$ cat src/rtl/mux_arb_pkg.sv
// Shared types and helpers for the two-source round-robin arbiter.
// Contents: grant state enum, select encodings, count-width helper.
package mux_arb_pkg;

    typedef enum logic [1:0] {
        IDLE = 2'd0,
        GNT1 = 2'd1,
        GNT2 = 2'd2
    } arb_state_t;

    localparam logic SEL_X1 = 1'b0;
    localparam logic SEL_X2 = 1'b1;

    // Bits needed to count 0..hold_max inclusive.
    function automatic int cnt_width(input int hold_max);
        return $clog2(hold_max + 1);
    endfunction

endpackage

$ cat src/rtl/mux_arb_out_reg.sv
// Output register stage of the merged stream: data, valid, optional last.
// Ports: clk, rst_n, load_en, load, d, [last_d] -> f_valid, f_data, [f_last].
// Build option: MUX_ARB_LAST_EN adds the last bit alongside the data.
module mux_arb_out_reg #(
    parameter int DATA_W = 8
) (
    input  logic              clk,
    input  logic              rst_n,
    input  logic              load_en,
    input  logic              load,
    input  logic [DATA_W-1:0] d,
`ifdef MUX_ARB_LAST_EN
    input  logic              last_d,
    output logic              f_last,
`endif
    output logic              f_valid,
    output logic [DATA_W-1:0] f_data
);

    always_ff @(posedge clk or negedge rst_n) begin
        if (!rst_n) begin
            f_valid <= 1'b0;
            f_data  <= '0;
`ifdef MUX_ARB_LAST_EN
            f_last  <= 1'b0;
`endif
        end else if (load_en) begin
            // A free slot with no incoming beat empties the register.
            f_valid <= load;
            if (load) begin
                f_data <= d;
`ifdef MUX_ARB_LAST_EN
                f_last <= last_d;
`endif
            end
        end
    end

endmodule

$ cat src/rtl/mux2_rr_arbiter.sv
// Round-robin arbiter merging two valid/ready streams, with a per-grant
// beat limit (HOLD_MAX); drives the select and a registered output stream.
// Ports: in_clk, in_rst_n, source x1/x2 valid/data/ready, merged
// out_f_valid/out_f_data with in_f_ready, and select out_s.
// Build option: MUX_ARB_LAST_EN switches grants on packet boundaries
// (in_x1_last/in_x2_last/out_f_last) instead of on the beat limit.
module mux2_rr_arbiter
    import mux_arb_pkg::*;
#(
    parameter int DATA_W   = 8,
    parameter int HOLD_MAX = 4
) (
    input  logic              in_clk,
    input  logic              in_rst_n,
    input  logic              in_x1_valid,
    input  logic [DATA_W-1:0] in_x1_data,
    output logic              out_x1_ready,
    input  logic              in_x2_valid,
    input  logic [DATA_W-1:0] in_x2_data,
    output logic              out_x2_ready,
`ifdef MUX_ARB_LAST_EN
    input  logic              in_x1_last,
    input  logic              in_x2_last,
    output logic              out_f_last,
`endif
    output logic              out_f_valid,
    output logic [DATA_W-1:0] out_f_data,
    input  logic              in_f_ready,
    output logic              out_s
);

    arb_state_t state, state_nxt;
    // ptr = SEL_X1 favours source 1 when both request from IDLE.
    logic       ptr, ptr_nxt;
    logic       load_en;
    logic       xfer1, xfer2;
    logic       own_valid, oth_valid;
    arb_state_t oth_state;

`ifdef MUX_ARB_LAST_EN
    logic in_pkt, in_pkt_nxt;
    logic own_last;
`else
    localparam int CW = cnt_width(HOLD_MAX);
    localparam logic [CW-1:0] HOLD_C = CW'(HOLD_MAX);
    logic [CW-1:0] cnt, cnt_nxt, cnt_inc;
`endif

    assign load_en      = ~out_f_valid | in_f_ready;
    assign out_x1_ready = (state == GNT1) & load_en;
    assign out_x2_ready = (state == GNT2) & load_en;
    assign xfer1        = in_x1_valid & out_x1_ready;
    assign xfer2        = in_x2_valid & out_x2_ready;
    assign out_s        = (state == GNT2) ? SEL_X2 : SEL_X1;

    // Granted/other views, meaningful only in GNT1/GNT2.
    assign own_valid = (state == GNT2) ? in_x2_valid : in_x1_valid;
    assign oth_valid = (state == GNT2) ? in_x1_valid : in_x2_valid;
    assign oth_state = (state == GNT2) ? GNT1 : GNT2;

`ifdef MUX_ARB_LAST_EN
    assign own_last = (state == GNT2) ? in_x2_last : in_x1_last;
`else
    assign cnt_inc = cnt + CW'(1);
`endif

    always_comb begin
        state_nxt = state;
        ptr_nxt   = ptr;
`ifdef MUX_ARB_LAST_EN
        in_pkt_nxt = in_pkt;
`else
        cnt_nxt    = cnt;
`endif
        unique case (state)
            IDLE: begin
`ifndef MUX_ARB_LAST_EN
                cnt_nxt = '0;
`endif
                if (in_x1_valid && (!in_x2_valid || ptr == SEL_X1))
                    state_nxt = GNT1;
                else if (in_x2_valid)
                    state_nxt = GNT2;
            end
            GNT1, GNT2: begin
`ifdef MUX_ARB_LAST_EN
                if (own_valid) begin
                    if (load_en) begin
                        in_pkt_nxt = ~own_last;
                        if (own_last && oth_valid)
                            state_nxt = oth_state;
                    end
                end else if (!in_pkt) begin
                    // Between packets an idle source gives up the grant.
                    state_nxt = oth_valid ? oth_state : IDLE;
                end
`else
                if (own_valid) begin
                    // Stalled beats neither count nor force a switch.
                    if (load_en) begin
                        if (cnt_inc == HOLD_C) begin
                            cnt_nxt = '0;
                            if (oth_valid)
                                state_nxt = oth_state;
                        end else begin
                            cnt_nxt = cnt_inc;
                        end
                    end
                end else begin
                    cnt_nxt   = '0;
                    state_nxt = oth_valid ? oth_state : IDLE;
                end
`endif
            end
            default: state_nxt = IDLE;
        endcase

        // Leaving a grant hands priority to the other source.
        if (state != IDLE && state_nxt != state)
            ptr_nxt = (state == GNT2) ? SEL_X1 : SEL_X2;
    end

    always_ff @(posedge in_clk or negedge in_rst_n) begin
        if (!in_rst_n) begin
            state <= IDLE;
            ptr   <= SEL_X1;
`ifdef MUX_ARB_LAST_EN
            in_pkt <= 1'b0;
`else
            cnt    <= '0;
`endif
        end else begin
            state <= state_nxt;
            ptr   <= ptr_nxt;
`ifdef MUX_ARB_LAST_EN
            in_pkt <= in_pkt_nxt;
`else
            cnt    <= cnt_nxt;
`endif
        end
    end

    mux_arb_out_reg #(
        .DATA_W (DATA_W)
    ) u_out_reg (
        .clk     (in_clk),
        .rst_n   (in_rst_n),
        .load_en (load_en),
        .load    (xfer1 | xfer2),
        .d       (xfer2 ? in_x2_data : in_x1_data),
`ifdef MUX_ARB_LAST_EN
        .last_d  (xfer2 ? in_x2_last : in_x1_last),
        .f_last  (out_f_last),
`endif
        .f_valid (out_f_valid),
        .f_data  (out_f_data)
    );

endmodule

$ cat config.mk
export PLATFORM = sky130hd
export DESIGN_NAME = mux2_rr_arbiter
export DESIGN_NICKNAME = d
export VERILOG_FILES = /design/src/rtl/mux_arb_pkg.sv /design/src/rtl/mux_arb_out_reg.sv /design/src/rtl/mux2_rr_arbiter.sv
export SDC_FILE = /design/constraint.sdc
export NUM_CORES = 1
export LEC_CHECK = 0
export CAP_MARGIN = 20
export CORE_ASPECT_RATIO = 0.7
export CORE_MARGIN = 4
export CORE_UTILIZATION = 55
export DETAILED_ROUTE_END_ITERATION = 10
export DONT_BUFFER_PORTS = 1
export PLACE_DENSITY = 0.73
export RECOVER_POWER = 50
export SLEW_MARGIN = 20
export SYNTH_ARGS = -nofsm -noshare
export SYNTH_HDL_FRONTEND = slang
export SYNTH_SLANG_ARGS = --single-unit
$ cat constraint.sdc
create_clock -name in_clk -period 4.4 [get_ports in_clk]
set_input_delay 0.22 -clock in_clk [delete_from_list [all_inputs] [get_ports in_clk]]
set_output_delay 0.22 -clock in_clk [all_outputs]
set_load 0.02 [all_outputs]
Word level (Yosys, flattened, before mapping)
Cells that the tools add are included.
- register bits after elaboration: 15
- bits of input ports: 21
- output and inout port bits: 12
- logic and storage cells: 47
- $add $sub $neg: 1
- equality and inequality tests: 5
- muxes and demuxes: 18
- bitwise gates (word level): 8
- reduce and logical (&&, ||, !) cells: 10
- operator list (kind ; count):
    $mux 2 ; 8
    $mux 3 ; 3
    $mux 8 ; 1
    $pmux 3 s2 ; 1
    $and 1x1->1 ; 4
    $mux 1 ; 4
    $pmux 2 s2 ; 1
    $reduce_and 2->1 ; 2
    $reduce_bool 2->1 ; 2
    $add 3x1->3 const B ; 1
    $eq 3x3->1 const B ; 1
    $ne 3x3->1 const B ; 1
    $eq 2x1->1 const B ; 1
    $eq 2x2->1 const B ; 1
    $logic_and 1x1->1 ; 2
    $logic_not 2->1 ; 1
    $ne 2x2->1 ; 1
    $not 1->1 ; 2
    $or 1x1->1 ; 2
    $reduce_or 2->1 ; 1
    $logic_not 1->1 ; 1
    $logic_or 1x1->1 ; 1

Depth between registers and ports, before layout
Gate-level depths: netlist of the first run.
- depth after elaboration: 9
- mapped depth: 8
- mapped depth without buffers: 7

Hierarchy
From an unflattened synthesis of the first run, not the netlist that was laid out.
- cell total of the unflattened synthesis: 104
- area, all modules: 1051.0 um^2
- by module, submodules not included (module ; instances ; cells each ; area each (um^2) ; seq. area each (um^2)):
    mux2_rr_arbiter ; 1 ; 84 ; 715.7 ; 150.1
    mux_arb_out_reg ; 1 ; 20 ; 335.3 ; 225.2

Worst setup path before layout of the first run
Ideal clock, no wire load.
- path kind: flip-flop to flip-flop
- start: register state[0]
- end: register ptr
- library setup time: 0.079 ns
- data arrival time: 1.962 ns
- data required time: 4.321 ns
- path slack: 2.359 ns
- cell stages (with the launch flop): 7
- buffers on the path: 0
- period minus slack after synthesis: 2.041 ns
- cell sequence: dfrtp_1 -> inv_1 -> ha_1 -> nand2b_1 -> or4b_1 -> a41oi_2 -> mux2i_1
- longest elaborated chain between the ends: 9
- elaborated cells on any way between the ends: 19
- those cells by class: 3 x eq/ne; 12 x mux; 4 x reduce/logical
- RTL lines (item ; line ; text):
    from (decl) ; mux2_rr_arbiter.sv:32 ; arb_state_t state, state_nxt;
    from (signal assigned) ; mux2_rr_arbiter.sv:133 ; state <= state_nxt;
    $eq 2x2->1 ; n/a ;
    $mux 2 or $mux 1 (tied branches) ; mux2_rr_arbiter.sv:59, mux2_rr_arbiter.sv:58 ;
    $mux 2 ; mux2_rr_arbiter.sv:103 ; if (oth_valid)
    $mux 2 ; mux2_rr_arbiter.sv:101 ; if (cnt_inc == HOLD_C) begin
    $mux 2 ; mux2_rr_arbiter.sv:100 ; if (load_en) begin
    $mux 2 ; mux2_rr_arbiter.sv:98 ; if (own_valid) begin
    $pmux 2 s2 ; mux2_rr_arbiter.sv:75 ; unique case (state)
    $ne 2x2->1 ; mux2_rr_arbiter.sv:119 ; if (state != IDLE && state_nxt != state)
    $logic_and 1x1->1 ; mux2_rr_arbiter.sv:119 ;
    to (signal assigned) ; mux2_rr_arbiter.sv:134 ; ptr <= ptr_nxt;
    to (decl) ; mux2_rr_arbiter.sv:34 ; logic ptr, ptr_nxt;
Parallel ways exist; a longest one is shown, timed or not.
A chain may end at the register's enable or synchronous reset.

Worst setup path after layout of the first run
- start: register state[0]
- end: register u_out_reg.f_data[6]
- longest elaborated chain between the ends: 5
- elaborated cells on any way between the ends: 9
- those cells by class: 2 x eq/ne; 1 x mux; 5 x bitwise; 1 x reduce/logical
- RTL lines (item ; line ; text):
    $eq 2x1->1 or $eq 2x2->1 (tied branches) ; mux2_rr_arbiter.sv:50, mux2_rr_arbiter.sv:51 ;
    $and 1x1->1 (on tied branches) ; mux2_rr_arbiter.sv:50, mux2_rr_arbiter.sv:51 ;
    $and 1x1->1 (on tied branches) ; mux2_rr_arbiter.sv:52, mux2_rr_arbiter.sv:53 ;
    $or 1x1->1 ; mux2_rr_arbiter.sv:149 ; .load (xfer1 | xfer2),
    $reduce_and 2->1 (no source line) ; n/a ;
    to (signal assigned) ; mux_arb_out_reg.sv:23 ; f_data <= '0;
    to (signal assigned) ; mux_arb_out_reg.sv:31 ; f_data <= d;
    to (decl) ; mux_arb_out_reg.sv:17 ; output logic [DATA_W-1:0] f_data
Parallel ways exist; a longest one is shown, timed or not.

==> load_flow_metrics.sql, run 1 <==
INSERT INTO impl_metrics (metric_group, metric, value, unit) VALUES
('yosys', 'post_synth_mux_area_share', '0.110', ''),
('final_layout', 'storage_element_area', '375', 'um^2'),
('clock_network', 'cts_root_buf', 'sky130_fd_sc_hd__clkbuf_4', ''),
('clock_network', 'clock_latency', '290', 'ps'),
('clock_network', 'cts_setup_buffers', '0', ''),
('clock_network', 'cts_hold_buf', '1', ''),
('drt', 'drc_errors', '0', ''),
('yosys', 'syn_area', '0.00103', 'mm^2'),
('worst_setup_path', 'arrival_time_reported_for_the_critical_path_endpoint', '2660', 'ps'),
('status', 'outcome', 'finished, final reports clean', ''),
('yosys', 'async_flop_share', '1.00', ''),
('yosys', 'postSynth.topFlopCell', 'sky130_fd_sc_hd__dfrtp_1', ''),
('global_routing', 'grt.overflow.total', '0', ''),
('pwr', 'power.density', '691', 'mW/mm^2'),
('drt', 'detail_route.iter0.violations', '26', ''),
('clock_network', 'cts_tree', 'built', ''),
('yosys', 'synth_area_leader_cell', 'sky130_fd_sc_hd__dfrtp_1', ''),
('place', 'placedInstanceArea', '0.00103', 'mm^2'),
('timing', 'grt_setup_unrepaired', 'false', ''),
('pwr', 'ir_drop_worst_vdd', '0.354', 'mV'),
('global_routing', 'number_of_global_route_vias_before_repair', '718', ''),
('yosys', 'syn_nets', '139', ''),
('place', 'place.detailed.instances', '128', ''),
('clock_network', 'cts_resized', '0', ''),
('yosys', 'synth_simple_gate_area_frac', '0.177', ''),
('timing', 'worst_pin_slew', '646', 'ps'),
('worst_setup_path', 'start_kind', 'flop', ''),
('yosys', 'synth.yosys.seq_area_share', '0.366', ''),
('global_routing', 'met3_usage_grt', '0.0671', ''),
('global_routing', 'grt_busiest_layer', 'met1', ''),
('global_routing', 'grt_util_all_layers', '0.168', ''),
('drt', 'dr.pass1.iters', '4', ''),
('drt', 'route.antenna.remaining_nets', '0', ''),
('flow_run', 'max_cap_viol_count', '0', ''),
('clock_network', 'clkTransAtPathRegs', '100', 'ps'),
('yosys', 'top_cell_type_s_share_of_synthesized_area', '0.366', ''),
('yosys', 'synthDistinctLibCells', '32', ''),
('final_layout', 'area.growth.synth_to_final', '4.39', '%'),
('pwr', 'leakage_power', '0.450', 'nW'),
('yosys', 'synth_top_family_by_area', 'compound AO/OA/AOI/OAI gates', ''),
('timing', 'fin_hold_ws', '136', 'ps'),
('yosys', 'post_synth.cell_area_avg', '9.24', 'um^2'),
('drt', 'routed-via-count', '811', ''),
('global_routing', 'grt_start_max_net_pins', '18', ''),
('yosys', 'synth_compound_area_frac', '0.213', ''),
('clock_network', 'clock_path_buffers', '2', ''),
('final_layout', 'layout-drive-gt1-share', '0.0714', ''),
('timing', 'max-slew-margin-rel', '0.568', ''),
('worst_setup_path', 'worstSetupPathType', 'flop to flop', ''),
('final_layout', 'final-instance-count-excl-fill', '133', ''),
('die', 'die_area', '0.00263', 'mm^2'),
('timing', 'hold_fails_final_rpt', '0', ''),
('worst_setup_path', 'cp_data_required_time', '4620', 'ps'),
('yosys', 'synth_enable_flop_cells', '0', ''),
('final_layout', 'mostFrequentLayoutCells', '15 x sky130_fd_sc_hd__a21oi_1, 15 x sky130_fd_sc_hd__dfrtp_1, 11 x sky130_fd_sc_hd__nor2_1', ''),
('worst_setup_path', 'critical_path.endpoint_type', 'flop', ''),
('die', 'dieWidth', '59.6', 'um'),
('timing', 'final_critical_path_setup_slack', '1960', 'ps'),
('drt', 'routed_wire_length_per_instance', '16.3', 'um'),
('yosys', 'synth-xor-area-share', '0.0159', ''),
('timing', 'fin_worst_skew', '10.3', 'ps'),
('pwr', 'totalPowerFinal', '0.741', 'mW'),
('die', 'std_cell_rows', '12', ''),
('global_routing', 'global_route.usage.met2', '0.233', ''),
('final_layout', 'finish.net_count', '141', ''),
('die', 'die_height', '44.1', 'um'),
('final_layout', 'postLayoutCoreUtil', '0.643', ''),
('timing', 'final_number_of_max_transition_violations', '0', ''),
('yosys', 'synth-adder-area-share', '0.0854', ''),
('place', 'place_ws', '1990', 'ps'),
('drt', 'drt-vias-per-instance', '6.10', '');
-- final cells by class --
cell class / count / area share
multi-input cells: 88 / 0.576
flip-flops and latches: 15 / 0.350
well taps: 21 / 0.0245
clock buffers: 3 / 0.0210
inverters: 4 / 0.0140
repair buffers: 1 / 0.00935
clock inverters: 1 / 0.00467
-- cells in the mapped netlist, types with 2 or more instances --
cell and n:
sky130_fd_sc_hd__o21ai_0 5, sky130_fd_sc_hd__nor3_1 2, sky130_fd_sc_hd__mux2_2 2, sky130_fd_sc_hd__dfrtp_1 15
sky130_fd_sc_hd__nand2_1 7, sky130_fd_sc_hd__and3_1 2, sky130_fd_sc_hd__mux2i_1 9, sky130_fd_sc_hd__nand2b_1 7
sky130_fd_sc_hd__ha_1 7, sky130_fd_sc_hd__a22o_1 2, sky130_fd_sc_hd__buf_2 3, sky130_fd_sc_hd__and2_1 2
sky130_fd_sc_hd__nor2b_1 2, sky130_fd_sc_hd__a21oi_1 15, sky130_fd_sc_hd__inv_1 4, sky130_fd_sc_hd__nor2_1 11
-- registers in the layout (all words and copies together) (netlist names) --
register and count:
cnt 3, ptr 1, state 2, u_out_reg.f_data 8, u_out_reg.f_valid 1
-- final timing paths --
kind / startpoint / end / slack [ps] / depth (start not counted)
max: state[0]$_DFF_PN0_ / u_out_reg.f_data[6]$_DFFE_PN0P_ / 1960 / 6
min reg2reg: ptr$_DFFE_PN0P_ / ptr$_DFFE_PN0P_ / 520 / 2
min: in_x1_data[5] / u_out_reg.f_data[5]$_DFFE_PN0P_ / 140 / 2
max in group asynchronous: in_rst_n / ptr$_DFFE_PN0P_ / 3590 / 1
min in group asynchronous: in_rst_n / state[1]$_DFF_PN0_ / 380 / 1
max reg2reg: state[0]$_DFF_PN0_ / u_out_reg.f_data[6]$_DFFE_PN0P_ / 1960 / 6
-- critical path: stages (launching register included) --
cell and delay [ps]:
sky130_fd_sc_hd__dfrtp_1 490, sky130_fd_sc_hd__inv_1 160, sky130_fd_sc_hd__ha_1 450, sky130_fd_sc_hd__and3_1 590, sky130_fd_sc_hd__a21o_1 440, sky130_fd_sc_hd__nor2_1 80, sky130_fd_sc_hd__a21oi_1 150
-- routing by layer --
metal  wire length [um]  up-vias
met5                  0        -
met4                  0        0
met3                240        0
met2                886       38
met1               1040      372
li1                   -      401
-- kinds of logic after synthesis --
family / count (synthesis)
adder cells (fa/ha/maj): 7
AND/OR/NAND/NOR: 36
buffers and inverters: 8
XOR/XNOR: 1
flip-flops: 15
multiplexers: 11
AO/OA/AOI/OAI: 33
-- where the power goes --
group	internal (mW)	switching (mW)	leakage, nW
clock	0.0338	0.0465	0.0177
combinational	0.146	0.212	0.255
sequential	0.197	0.105	0.177
No activity file was read; power rests on OpenSTA's default activity.
==> inputs of run 2 (changes only) <==
==> constraint.sdc (replaced) <==
create_clock -name in_clk -period 2.54 [get_ports in_clk]
set_input_delay 0.127 -clock in_clk [delete_from_list [all_inputs] [get_ports in_clk]]
set_output_delay 0.127 -clock in_clk [all_outputs]
set_load 0.02 [all_outputs]
==> run 2 against run 1 <==
Die area unchanged; global-route usage up 0.46 points; total power up 74%; register-to-register slack worse by 1700 ps; sequential share of layout area down 0.24 points; non-clock buffer count up 1; combinational power up 77%; wire length up 0.65%; worst setup slack worse by 1700 ps; largest power group unchanged.
==> load_flow_metrics.sql, run 2 (synthesized netlist as in run 1, its figures left out) <==
INSERT INTO impl_metrics (metric_group, metric, value, unit) VALUES
('global_routing', 'grt_util_all_layers', '0.173', ''),
('final_layout', 'postLayoutCoreUtil', '0.647', ''),
('global_routing', 'antenna_found_initial', '0', ''),
('flow_run', 'max_cap_viol_count', '0', ''),
('timing', 'final_critical_path_setup_slack', '286', 'ps'),
('timing', 'final_number_of_max_transition_violations', '0', ''),
('clock_network', 'numCtsBuffers', '3', ''),
('drt', 'drt-vias-per-instance', '6.34', ''),
('drt', 'route.antenna.remaining_nets', '0', ''),
('timing', 'timing.setup.tns', '0', 'ps'),
('worst_setup_path', 'crit_buf_inv', '1', ''),
('global_routing', 'grt.overflow.total', '0', ''),
('pwr', 'leakage_power', '0.455', 'nW'),
('worst_setup_path', 'arrival_time_reported_for_the_critical_path_endpoint', '2460', 'ps'),
('final_layout', 'top_register', 'u_out_reg.f_data', ''),
('clock_network', 'tritoncts_num_sinks', '15', ''),
('drt', 'totalWireLength', '2180', 'um'),
('worst_setup_path', 'critical_path_cell_count', '6', ''),
('global_routing', 'number_of_global_route_vias_before_repair', '807', ''),
('clock_network', 'cts_root_buf', 'sky130_fd_sc_hd__clkbuf_4', ''),
('drt', 'detail_route.iter0.violations', '26', ''),
('timing', 'finalSetupViolations', '0', ''),
('worst_setup_path', 'timing.critical_path.slowest_stage_cell', 'sky130_fd_sc_hd__or4b_1', ''),
('clock_network', 'cts_tree', 'built', ''),
('final_layout', 'finish.net_count', '142', ''),
('clock_network', 'htree_num_levels', '1', ''),
('pwr', 'power.density', '1190', 'mW/mm^2'),
('place', 'buffer_ports.inserted', '0', ''),
('drt', 'routed-via-count', '849', ''),
('timing', 'fin_worst_skew', '3.69', 'ps'),
('place', 'place.detailed.hpwl', '1740', 'um'),
('final_layout', 'final-instance-count-excl-fill', '134', ''),
('worst_setup_path', 'worstSetupPathType', 'flop to flop', ''),
('final_layout', 'mostFrequentLayoutCells', '15 x sky130_fd_sc_hd__a21oi_1, 15 x sky130_fd_sc_hd__dfrtp_1, 11 x sky130_fd_sc_hd__nor2_1', ''),
('worst_setup_path', 'crit_path_max_fanout', '9', ''),
('timing', 'hold_fails_final_rpt', '0', ''),
('place', 'gp_congestion', '0.950', ''),
('timing', 'layout_min_cycle_time', '2250', 'ps'),
('clock_network', 'cts_setup_buffers', '0', ''),
('die', 'std_cell_rows', '12', ''),
('hold_path', 'min_path_cells', '2', ''),
('final_layout', 'antennaDiodeCount', '0', ''),
('final_layout', 'layout_filler_cell_count', '140', ''),
('drt', 'dr.pass1.iters', '4', ''),
('timing', 'fmax', '444', 'MHz'),
('worst_setup_path', 'logic_depth_of_the_worst_register_to_register_path', '6', ''),
('pwr', 'ir_drop_worst_vdd', '0.742', 'mV'),
('timing', 'worst_pin_slew', '663', 'ps'),
('clock_network', 'clock_path_buffers', '2', ''),
('final_layout', 'layout-drive-gt1-share', '0.0796', ''),
('hold_path', 'worst_hold_path_type', 'input pin to flop', ''),
('global_routing', 'grt_start_max_net_pins', '18', ''),
('final_layout', 'layout_top_registers', 'u_out_reg.f_data x8, cnt x3, state x2', ''),
('die', 'dieWidth', '59.6', 'um'),
('die', 'initial_utilization', '0.616', ''),
('timing', 'grt_setup_unrepaired', 'false', ''),
('final_layout', 'area.growth.synth_to_final', '5.12', '%'),
('final_layout', 'largest_register_ff_count', '8', ''),
('global_routing', 'grt_first_pass_wirelength', '3510', 'um'),
('status', 'outcome', 'finished, final reports clean', ''),
('worst_setup_path', 'critical_path.max_stage_delay', '520', 'ps'),
('place', 'place.detailed.instances', '129', ''),
('place', 'place_ws', '322', 'ps'),
('die', 'core', '0.00167', 'mm^2'),
('worst_setup_path', 'critical-path-top-delay-family', 'simple AND/OR/NAND/NOR gates', ''),
('die', 'design.portCount', '33', ''),
('drt', 'routed_wire_length_per_instance', '16.2', 'um'),
('pwr', 'totalPowerFinal', '1.29', 'mW'),
('die', 'die_area', '0.00263', 'mm^2'),
('drt', 'drc_errors', '0', ''),
('timing', 'timing.final.crit_share', '0.887', ''),
('worst_setup_path', 'critical_path.cell_chain', 'inv_1 -> ha_1 -> nand2b_1 -> or4b_1 -> a41oi_2 -> mux2i_1', ''),
('die', 'die_height', '44.1', 'um'),
('worst_setup_path', 'critical_path.endpoint_type', 'flop', ''),
('clock_network', 'clock_latency', '280', 'ps'),
('worst_setup_path', 'start_kind', 'flop', ''),
('worst_setup_path', 'cp_data_required_time', '2750', 'ps'),
('timing', 'max-slew-margin-rel', '0.556', ''),
('clock_network', 'clkTransAtPathRegs', '90', 'ps');
==> run 2: cell types whose count changed in the layout (fill, tap and decap cells not counted) <==
cell / previous run / this run
sky130_fd_sc_hd__buf_4: 0 / 1
==> run 2: routing by layer <==
metal / track usage / up-vias / routed length [um]
li1: - / 410 / -
met1: 0.229 / 382 / 888
met2: 0.253 / 53 / 933
met3: 0.102 / 4 / 340
met4: 0.0177 / 0 / 15
met5: 0 / - / 0
==> run 2: area by class of cell <==
type | instances | area [um^2] | area share
multi-input cells | 88 | 617 | 0.572
flip-flops and latches | 15 | 375 | 0.348
well taps | 21 | 26.3 | 0.0244
clock buffers | 3 | 22.5 | 0.0209
repair buffers | 2 | 17.5 | 0.0162
inverters | 4 | 15.0 | 0.0139
clock inverters | 1 | 5.00 | 0.00464
==> run 2: per-stage QoR <==
stage / hold slack [ps] / instance area [um^2]
2_1_floorplan: -169 / 1030
3_3_place_gp: -168 / 1040
3_5_place_dp: -168 / 1040
4_1_cts: 50.9 / 1080
5_1_grt: 59.9 / 1080
6_report: 54.9 / 1080
==> run 2: worst paths after layout <==
path / startpoint / endpoint / slack, ps
hold reg to reg: ptr$_DFFE_PN0P_ / ptr$_DFFE_PN0P_ / 540
min in group asynchronous: in_rst_n / u_out_reg.f_data[6]$_DFFE_PN0P_ / 310
hold / removal: in_x1_data[5] / u_out_reg.f_data[5]$_DFFE_PN0P_ / 50
setup reg to reg: state[0]$_DFF_PN0_ / ptr$_DFFE_PN0P_ / 290
max in group asynchronous: in_rst_n / u_out_reg.f_data[0]$_DFFE_PN0P_ / 1800
setup / recovery: state[0]$_DFF_PN0_ / ptr$_DFFE_PN0P_ / 290
==> run 2: power by group <==
part	internal (mW)	switching, mW	total (mW)
logic	0.259	0.375	0.635
registers	0.342	0.178	0.520
clock network	0.0584	0.0740	0.132
total	0.660	0.627	1.29
==> run 2: what timing repair did <==
item / in CTS / in global routing
endpoints found under the hold margin: 15 / 0
resized for setup: 0 / 0
hold buffers: 1 / 0
